File: config.mk
export PLATFORM = sky130hd
export DESIGN_NAME = radix4_booth_multiplier
export DESIGN_NICKNAME = d
export VERILOG_FILES = /design/src/rtl/radix4_booth_multiplier.sv
export SDC_FILE = /design/constraint.sdc
export NUM_CORES = 1
export LEC_CHECK = 0
export CAP_MARGIN = 20
export CORE_MARGIN = 2
export CORE_UTILIZATION = 25
export DETAILED_ROUTE_END_ITERATION = 10
export MAX_ROUTING_LAYER = met4
export PLACE_DENSITY = 0.4
export SLEW_MARGIN = 5
export SYNTH_ARGS = -nofsm -noshare
export SYNTH_HDL_FRONTEND = slang
export SYNTH_SLANG_ARGS = --single-unit
File: constraint.sdc
create_clock -name clk -period 8 [get_ports clk]
set_input_delay 1.6 -clock clk [delete_from_list [all_inputs] [get_ports clk]]
set_output_delay 1.6 -clock clk [all_outputs]
set_load 0.005 [all_outputs]
File: src/rtl/radix4_booth_multiplier.sv
// Purpose : iterative radix-4 Booth multiplier, signed or unsigned N x N -> 2N product.
// Latency : N/2+1 cycles from the capture edge to done (17 for N=32), independent of operand values.
// Backpr. : start is sampled only in IDLE; done and p are held in DONE until start is released.
//
// Ports:
//   clk          - single clock, rising edge
//   rst          - asynchronous active-low reset
//   start        - request an operation (sampled in IDLE, released to leave DONE)
//   signedInput  - 1: two's-complement operands, 0: unsigned operands
//   x, y         - multiplicand, multiplier (N bits each)
//   p            - registered 2N-bit product
//   done         - p holds a valid result (state DONE)
//   busy         - operation in progress (state RUN)
module radix4_booth_multiplier #(
    parameter int N = 32
) (
    input  logic           clk,
    input  logic           rst,
    input  logic           start,
    input  logic           signedInput,
    input  logic [N-1:0]   x,
    input  logic [N-1:0]   y,
    output logic [2*N-1:0] p,
    output logic           done,
    output logic           busy
);

    // Operands are widened to E bits so an unsigned operand is a positive
    // signed number; the accumulator needs two more bits to hold the
    // running partial sum plus a +/-2M addend without overflow.
    localparam int E   = N + 2;
    localparam int W   = N + 4;
    localparam int NIT = N / 2 + 1;
    localparam int CW  = $clog2(NIT + 1);

    typedef enum logic [1:0] {
        IDLE = 2'd0,
        RUN  = 2'd1,
        DONE = 2'd2
    } state_t;

    state_t               state;
    logic [E-1:0]         mcand;
    logic [E-1:0]         mplier;   // low bits hold the next Booth group; product low half shifts in from the top
    logic                 qm1;      // bit to the right of the current group
    logic signed [W-1:0]  acc;
    logic [CW-1:0]        cnt;

    logic [2:0]           grp;
    logic signed [W-1:0]  m_ext;
    logic signed [W-1:0]  m_x2;
    logic signed [W-1:0]  addend;
    logic signed [W-1:0]  a_sum;
    logic signed [W-1:0]  a_next;
    logic [E-1:0]         q_next;
    logic [2*N-1:0]       prod;

    always_comb begin
        grp    = {mplier[1:0], qm1};
        m_ext  = {{2{mcand[E-1]}}, mcand};
        m_x2   = m_ext <<< 1;
        addend = '0;
        case (grp)
            3'b001, 3'b010: addend = m_ext;
            3'b011:         addend = m_x2;
            3'b100:         addend = -m_x2;
            3'b101, 3'b110: addend = -m_ext;
            default:        addend = '0;
        endcase
        a_sum  = acc + addend;
        a_next = a_sum >>> 2;
        // The two bits shifted out of the accumulator are finished product bits.
        q_next = {a_sum[1:0], mplier[E-1:2]};
        // After the final step {a_next, q_next} is the full product; keep the low 2N bits.
        prod   = {a_next[N-3:0], q_next};
    end

    always_ff @(posedge clk or negedge rst) begin
        if (!rst) begin
            state  <= IDLE;
            p      <= '0;
            done   <= 1'b0;
            busy   <= 1'b0;
            acc    <= '0;
            cnt    <= '0;
            mcand  <= '0;
            mplier <= '0;
            qm1    <= 1'b0;
        end else begin
            case (state)
                IDLE: begin
                    if (start) begin
                        // signedInput is folded into the extension here, so
                        // the mode is effectively captured with the operands.
                        mcand  <= {{2{signedInput & x[N-1]}}, x};
                        mplier <= {{2{signedInput & y[N-1]}}, y};
                        qm1    <= 1'b0;
                        acc    <= '0;
                        cnt    <= CW'(NIT);
                        state  <= RUN;
                        busy   <= 1'b1;
                        done   <= 1'b0;
                    end
                end
                RUN: begin
                    acc    <= a_next;
                    mplier <= q_next;
                    qm1    <= mplier[1];
                    cnt    <= cnt - CW'(1);
                    if (cnt == CW'(1)) begin
                        p     <= prod;
                        state <= DONE;
                        busy  <= 1'b0;
                        done  <= 1'b1;
                    end
                end
                DONE: begin
                    // A held start keeps the result presented; a new operation
                    // needs start low for at least one edge to pass through IDLE.
                    if (!start) begin
                        state <= IDLE;
                        done  <= 1'b0;
                    end
                end
                default: begin
                    state <= IDLE;
                    busy  <= 1'b0;
                    done  <= 1'b0;
                end
            endcase
        end
    end

endmodule

Word level (Yosys, flattened, before mapping)

Index checks and enable logic that the tools add are counted.

Add/subtract/negate cells: 4
Multiplexer cells: 19
Equality and inequality tests: 12
Reductions and logical operators: 9
Bitwise operators: 3

Operators by type and width:

| operator              | count |
|---|---|
| $pmux W36 S4          | 1 |
| $pmux W36 S2          | 1 |
| $pmux W34 S2          | 1 |
| $add A36 B36 Y36      | 1 |
| $mux W36              | 1 |
| $neg A33 Y36          | 1 |
| $neg A34 Y36          | 1 |
| $mux W34              | 1 |
| $pmux W5 S2           | 1 |
| $eq A3 B3 Y1 const B  | 3 |
| $eq A3 B2 Y1 const B  | 2 |
| $mux W2               | 3 |
| $ne A2 B2 Y1 const B  | 3 |
| $pmux W1 S3           | 2 |
| $pmux W2 S3           | 1 |
| $reduce_and A2 Y1     | 3 |
| $reduce_and A3 Y1     | 2 |
| $eq A5 B1 Y1 const B  | 1 |
| $mux W1               | 5 |
| $mux W5               | 1 |
| $sub A5 B1 Y5 const B | 1 |
| $reduce_or A2 Y1      | 2 |
| $eq A3 B1 Y1 const B  | 1 |
| $and A1 B1 Y1         | 2 |
| 6 further kinds       | 6 |

Output and inout bits: 66
Bits of input ports: 68
Bits in registers: 177

Longest topological paths before layout

Word-level depth: 5
Depth in mapped cells: 21
Mapped depth without buffers: 21

Least setup slack after synthesis

OpenSTA, ideal clock, no wires.

Kind: reg-to-reg
Start point: reg mcand[0]
End point: reg p[63]
Setup slack: 3,652 ps
Cell stages (with the launch flop): 17
Required time: 7,875 ps
Setup time: 125 ps
Path buffers: 0
Period minus slack after synthesis: 4,348 ps
Data arrival time: 4,224 ps
Path through: dfrtp_1 -> inv_1 -> ha_1 -> nor2b_1 -> nand2_1 -> or3_4 -> or3_1 -> or3_1 -> a221o_1 -> ha_1 -> nand4_1 -> or4_1 -> o21a_1 -> a21oi_1 -> a211o_2 -> xor2_1 -> mux2_2

Cells in the longest elaborated chain, start to end: 3

RTL lines:

| what                                         | line   | RTL |
|---|---|---|
| start, declared                              | 43     | `logic [E-1:0] mcand;` |
| start signal, assigned                       | 95     | `mcand <= {{2{signedInput & x[N-1]}}, x};` |
| $neg A34 Y36 or $neg A33 Y36 (tied branches) | 66, 67 |  |
| $pmux W36 S4 (*)                             | 63     | `case (grp)` |
| $add A36 B36 Y36 (*)                         | 70     | `a_sum = acc + addend;` |
| end signal, assigned                         | 111    | `p <= prod;` |
| end, declared                                | 23     | `output logic [2*N-1:0] p,` |

Every way passes the cells marked *; elsewhere a longest branch is shown, timed or not.
A chain may end at the register's enable or synchronous reset.

Worst setup path in the final report

Start point: reg mplier[0]
End point: reg p[61]

Cells in the longest elaborated chain, start to end: 4

RTL lines:

| what                                 | line | RTL |
|---|---|---|
| start, declared                      | 44   | `logic [E-1:0] mplier;` |
| start signal, assigned               | 96   | `mplier <= {{2{signedInput & y[N-1]}}, y};` |
| start signal, assigned               | 107  | `mplier <= q_next;` |
| $eq A3 B3 Y1 (tied with other cells) | 63   |  |
| $reduce_or A2 Y1                     | 63   |  |
| $pmux W36 S4 (*)                     | 63   |  |
| $add A36 B36 Y36 (*)                 | 70   |  |

Marked as above.

==> summary by stage <==
Run status
The flow ran to the end, and the final reports show no timing, DRC or antenna violations.

Floorplanning
134 I/O pins were placed. The die is 210.9 um tall. The initial utilization of the core area, before any placement, comes to 25.39%. The die is ~210 um wide. The floorplan step defined a die boundary enclosing ~44,000 um2. The site row count is between 70 and 80. The core area is 42,130 um2.

STA
The relative max-transition margin is 32.54%. At the pin with the least slew margin, the transition time is approximately 1 ns. Hold timing on the final database bottoms out at a slack of 0.4965 ns. The final number of setup-violating endpoints is 0. The aggregate negative setup slack is 0 ns. The count of endpoints failing hold in the final timing report is 0.

On the final layout, the worst clock skew is 0.01691 ns. The final critical path time including I/O delays and setup is approximately 5.2 ns. The final critical path takes up 65.18% of the cycle. Setup repair after global routing left no endpoint under its margin. The number of pins exceeding their max-slew limit in the final report is 0. For this run, the top clock speed supported by timing is 191.8 MHz.

GRT
The global-route wire length before repair is 54.41 mm. met2 is the most crowded layer. The initial antenna violation count is 2. The largest net degree at the start of global routing is 104. Global routing consumed, on the met1 layer, 20.76% of the routing resources. The via count of the first global-routing pass was 9,239.

The global routing met3 resource utilization is 3.494%. The aggregate global-route resource usage is 16.48%. In the global route stage, met2 resource usage came out at 25.54%. The leftover overflow at the end of global routing is 0.

Place
The weighted congestion reported at the end of routability-driven placement is 0.8659. The HPWL reported at the end of detailed placement is 24.15 mm. In this run the cell area measured after placement is 12,570 um2. The number of instances in the placed design is between 1,500 and 2,000. Port buffering added around 130 buffers.

Worst setup path
The number of buffers and inverters on the critical path is 1. The family with the most delay on the worst path is compound AO/OA/AOI/OAI gates. The kind of start point of the critical path is a flip-flop. The nature of the critical path endpoint is a flip-flop. The data arrival at the endpoint of the critical path is approximately 5.5 ns.

The worst-path cell with the longest stage delay is sky130_fd_sc_hd__o311ai_0. The highest cell delay on the worst timing path is around 0.86 ns. Data on the critical path is required at its endpoint by ~8.3 ns. The dominant cell type by count on the critical path is sky130_fd_sc_hd__o21ai_0.

In this run the worst path has a maximum fanout of 26. Walking the worst path, the cells encountered are nor2_1 -> nand2_1 -> buf_4 -> o311ai_0 -> ha_1 -> a21oi_1 -> o21ai_0 -> a221oi_1 -> a31oi_1 -> nor3b_2 -> o31ai_1 -> o21ai_0 -> xnor2_1 -> o21ai_0. The worst setup path category is reg2reg.

Clocking
After clock tree synthesis, the clock-pin slew on the worst setup and hold paths is 0.08 ns. TritonCTS built the clock tree. The clock reaches the later pin of the worst-skew pair after 0.47 ns. Post-CTS repair changed the size of 0 cells. The number of sinks handled by clock tree synthesis is 174. The number of setup buffers added after CTS is 0.

In this run the clock root is driven by a sky130_fd_sc_hd__clkbuf_16. Hold repair after CTS inserted 0 buffers. The total clock buffers created by CTS is 17. The buffer levels on the longest clock path is 2. The H-tree level count is 4.

Pwr
In this run the static leakage power is 5.596 nW. Summed over all nets, the switching power comes to 3.214 mW. The switching power as a share of total power is 47.20%. The register share of total power is about a quarter.

Cell internal power was estimated by the tool at 3.595 mW. Dividing total power by cell area gives a power density of 517.5 nW/um2. In this run, the combinational gates consume approximately 60% of the power. The worst IR drop on VDD is 0.0002020 V. The clock network is responsible for about an eighth of the overall power.

Synth
The number of enable-type register cells in the synthesized netlist is 0. The sequential area share after synthesis is 40.70%. In this run the cell area of the synthesized design comes to about 11,000 um2. Counting flops and latches in the post-synthesis netlist gives 174.

The average size of a mapped cell is 9.020 um2. The most used flip-flop cell after synthesis is sky130_fd_sc_hd__dfrtp_1. For this run, the number of Yosys warnings is 0. For this run, asynchronously set or reset flops after synthesis account for 100.0%. The net count after synthesis is roughly 1,300. Synthesis produced roughly 1,200 cells. The number of library cell types mapped by synthesis is 68.

Route
After the first detailed-routing iteration, the DRC count stood at between 500 and 600. The number of iterations in the first detailed-routing pass is 5. Wires add up to 34.85 mm. The remaining number of nets flagged by the antenna check after routing is 0. The count of vias placed by the detailed router is 9,124. The detail-routed via count per cell is 4.983.

The detail-routed net length per standard cell is 19.03 um. After detailed routing, the number of remaining DRC violations is 0.

Layout
The net count of the finished layout is 1,385. Compared with the post-synthesis result, the final layout area differs by 22.99%. Once layout is complete, the cells apart from fillers number 1,831. In the final layout, the share of cells above drive strength 1 is 10.23%.

After routing the design area is 13,160 um2.

Job
Across the run, the number of max-cap violations was 0.

Worst hold path
In this run the worst hold path is classified as reg2reg.
==> cells in the final DEF (no fill, tap or decap), types with 3 or more instances in the layout <==
cell,synthesis,layout
sky130_fd_sc_hd__a211oi_1,6,6
sky130_fd_sc_hd__a21o_1,11,11
sky130_fd_sc_hd__a21oi_1,89,89
sky130_fd_sc_hd__a221oi_1,14,14
sky130_fd_sc_hd__a22o_1,28,28
sky130_fd_sc_hd__a22oi_1,42,42
sky130_fd_sc_hd__a31oi_1,11,11
sky130_fd_sc_hd__and2_1,3,3
sky130_fd_sc_hd__buf_4,0,16
sky130_fd_sc_hd__clkbuf_16,0,17
sky130_fd_sc_hd__clkdlybuf4s50_1,0,132
sky130_fd_sc_hd__dfrtp_1,174,174
sky130_fd_sc_hd__ha_1,38,38
sky130_fd_sc_hd__inv_1,19,19
sky130_fd_sc_hd__inv_6,0,7
sky130_fd_sc_hd__mux2_2,61,61
sky130_fd_sc_hd__mux2i_1,7,7
sky130_fd_sc_hd__nand2_1,196,195
sky130_fd_sc_hd__nand2b_1,11,11
sky130_fd_sc_hd__nand3_1,15,15
sky130_fd_sc_hd__nand4_1,6,6
sky130_fd_sc_hd__nor2_1,51,51
sky130_fd_sc_hd__nor2b_1,41,38
sky130_fd_sc_hd__nor3_1,23,23
sky130_fd_sc_hd__nor4_1,4,4
sky130_fd_sc_hd__o211ai_1,11,11
sky130_fd_sc_hd__o21a_1,3,3
sky130_fd_sc_hd__o21ai_0,95,95
sky130_fd_sc_hd__o21bai_1,6,5
sky130_fd_sc_hd__o311ai_0,5,5
sky130_fd_sc_hd__or2_2,3,3
sky130_fd_sc_hd__or3_1,13,13
sky130_fd_sc_hd__or4_1,5,5
sky130_fd_sc_hd__xnor2_1,53,53
sky130_fd_sc_hd__xor2_1,22,22
==> cell families after synthesis <==
| logic type | count (synthesis) | share of synthesized area [%] |
|---|---|---|
| multiplexers | 68 | 7.076 |
| XOR/XNOR | 75 | 6.140 |
| flip-flops | 174 | 40.70 |
| adder cells (fa/ha/maj) | 39 | 4.632 |
| AND/OR/NAND/NOR | 388 | 16.99 |
| AO/OA/AOI/OAI | 346 | 20.99 |
| buffers and inverters | 96 | 3.462 |
==> registers in the layout, summed over array words and instances (netlist names) <==
signal  count
mplier     34
cnt         5
done        1
state       1
busy        1
mcand      33
qm1         1
p          64
acc        34
==> power groups by stage <==
stage	Sequential (mW)	Clock, mW	Combinational (mW)
2_1_floorplan	1.58	0	2.96
3_3_place_gp	1.77	0	4.24
3_5_place_dp	1.76	0	4.26
4_1_cts	1.76	0.896	4.27
5_1_grt	1.82	0.935	4.67
6_report	1.74	0.863	4.20
==> worst min-delay path, delay by kind of cell, from the launching register on <==
family	cells	cell delay [ns]
flip-flops	1	0.35
AND/OR/NAND/NOR	1	0.05
AO/OA/AOI/OAI	1	0.07
==> Yosys cell counts, types with 19 or more instances <==
cell type	n	area share, %
sky130_fd_sc_hd__dfrtp_1	174	41
sky130_fd_sc_hd__ha_1	38	4.4
sky130_fd_sc_hd__inv_1	19	0.67
sky130_fd_sc_hd__xnor2_1	53	4.3
sky130_fd_sc_hd__xor2_1	22	1.8
sky130_fd_sc_hd__nor3_1	23	1.1
sky130_fd_sc_hd__a22o_1	28	2.3
sky130_fd_sc_hd__o21ai_0	95	4.4
sky130_fd_sc_hd__nand2_1	196	6.9
sky130_fd_sc_hd__clkbuf_1	66	2.3
sky130_fd_sc_hd__a22oi_1	42	2.9
sky130_fd_sc_hd__nor2_1	51	1.8
sky130_fd_sc_hd__nor2b_1	41	2.4
sky130_fd_sc_hd__a21oi_1	89	4.2
sky130_fd_sc_hd__mux2_2	61	6.4
==> per-layer routing <==
metal / routed length, um / vias to the layer above
met5: 0 / -
met2: 16260 / 182
met1: 15920 / 4465
li1: - / 4435
met3: 1446 / 42
met4: 1231 / 0
==> worst paths after layout <==
| check | from | to | slack (ns) | cells past startpoint |
|---|---|---|---|---|
| setup / recovery | mplier[0] | p[61] | 2.79 | 14 |
| setup reg to reg | mplier[0] | p[61] | 2.79 | 14 |
| hold reg to reg | p[53] | p[53] | 0.50 | 2 |
| min in group asynchronous | rst | p[38] | 1.25 | 1 |
| hold / removal | p[53] | p[53] | 0.50 | 2 |
| max in group asynchronous | rst | mplier[9] | 5.20 | 2 |
==> stage by stage <==
step           utilization, %  worst slack, ns  total power [mW]
2_1_floorplan               -            3.652             4.540
3_3_place_gp            29.83            2.857             6.009
3_5_place_dp            29.83            2.864             6.020
4_1_cts                 31.22            2.833             6.926
5_1_grt                 31.23            2.419             7.425
6_report                31.23            2.786             6.810
==> final cells by class <==
class / count / area, um2
clock buffers: 18 / 439.2
clock inverters: 13 / 145.1
repair buffers: 149 / 1455
fillers: 4398 / 28980
diodes: 2 / 5.005
well taps: 539 / 674.4
flip-flops and latches: 174 / 4354
inverters: 20 / 75.07
multi-input cells: 916 / 6010
No activity file was read; power rests on OpenSTA's default activity.
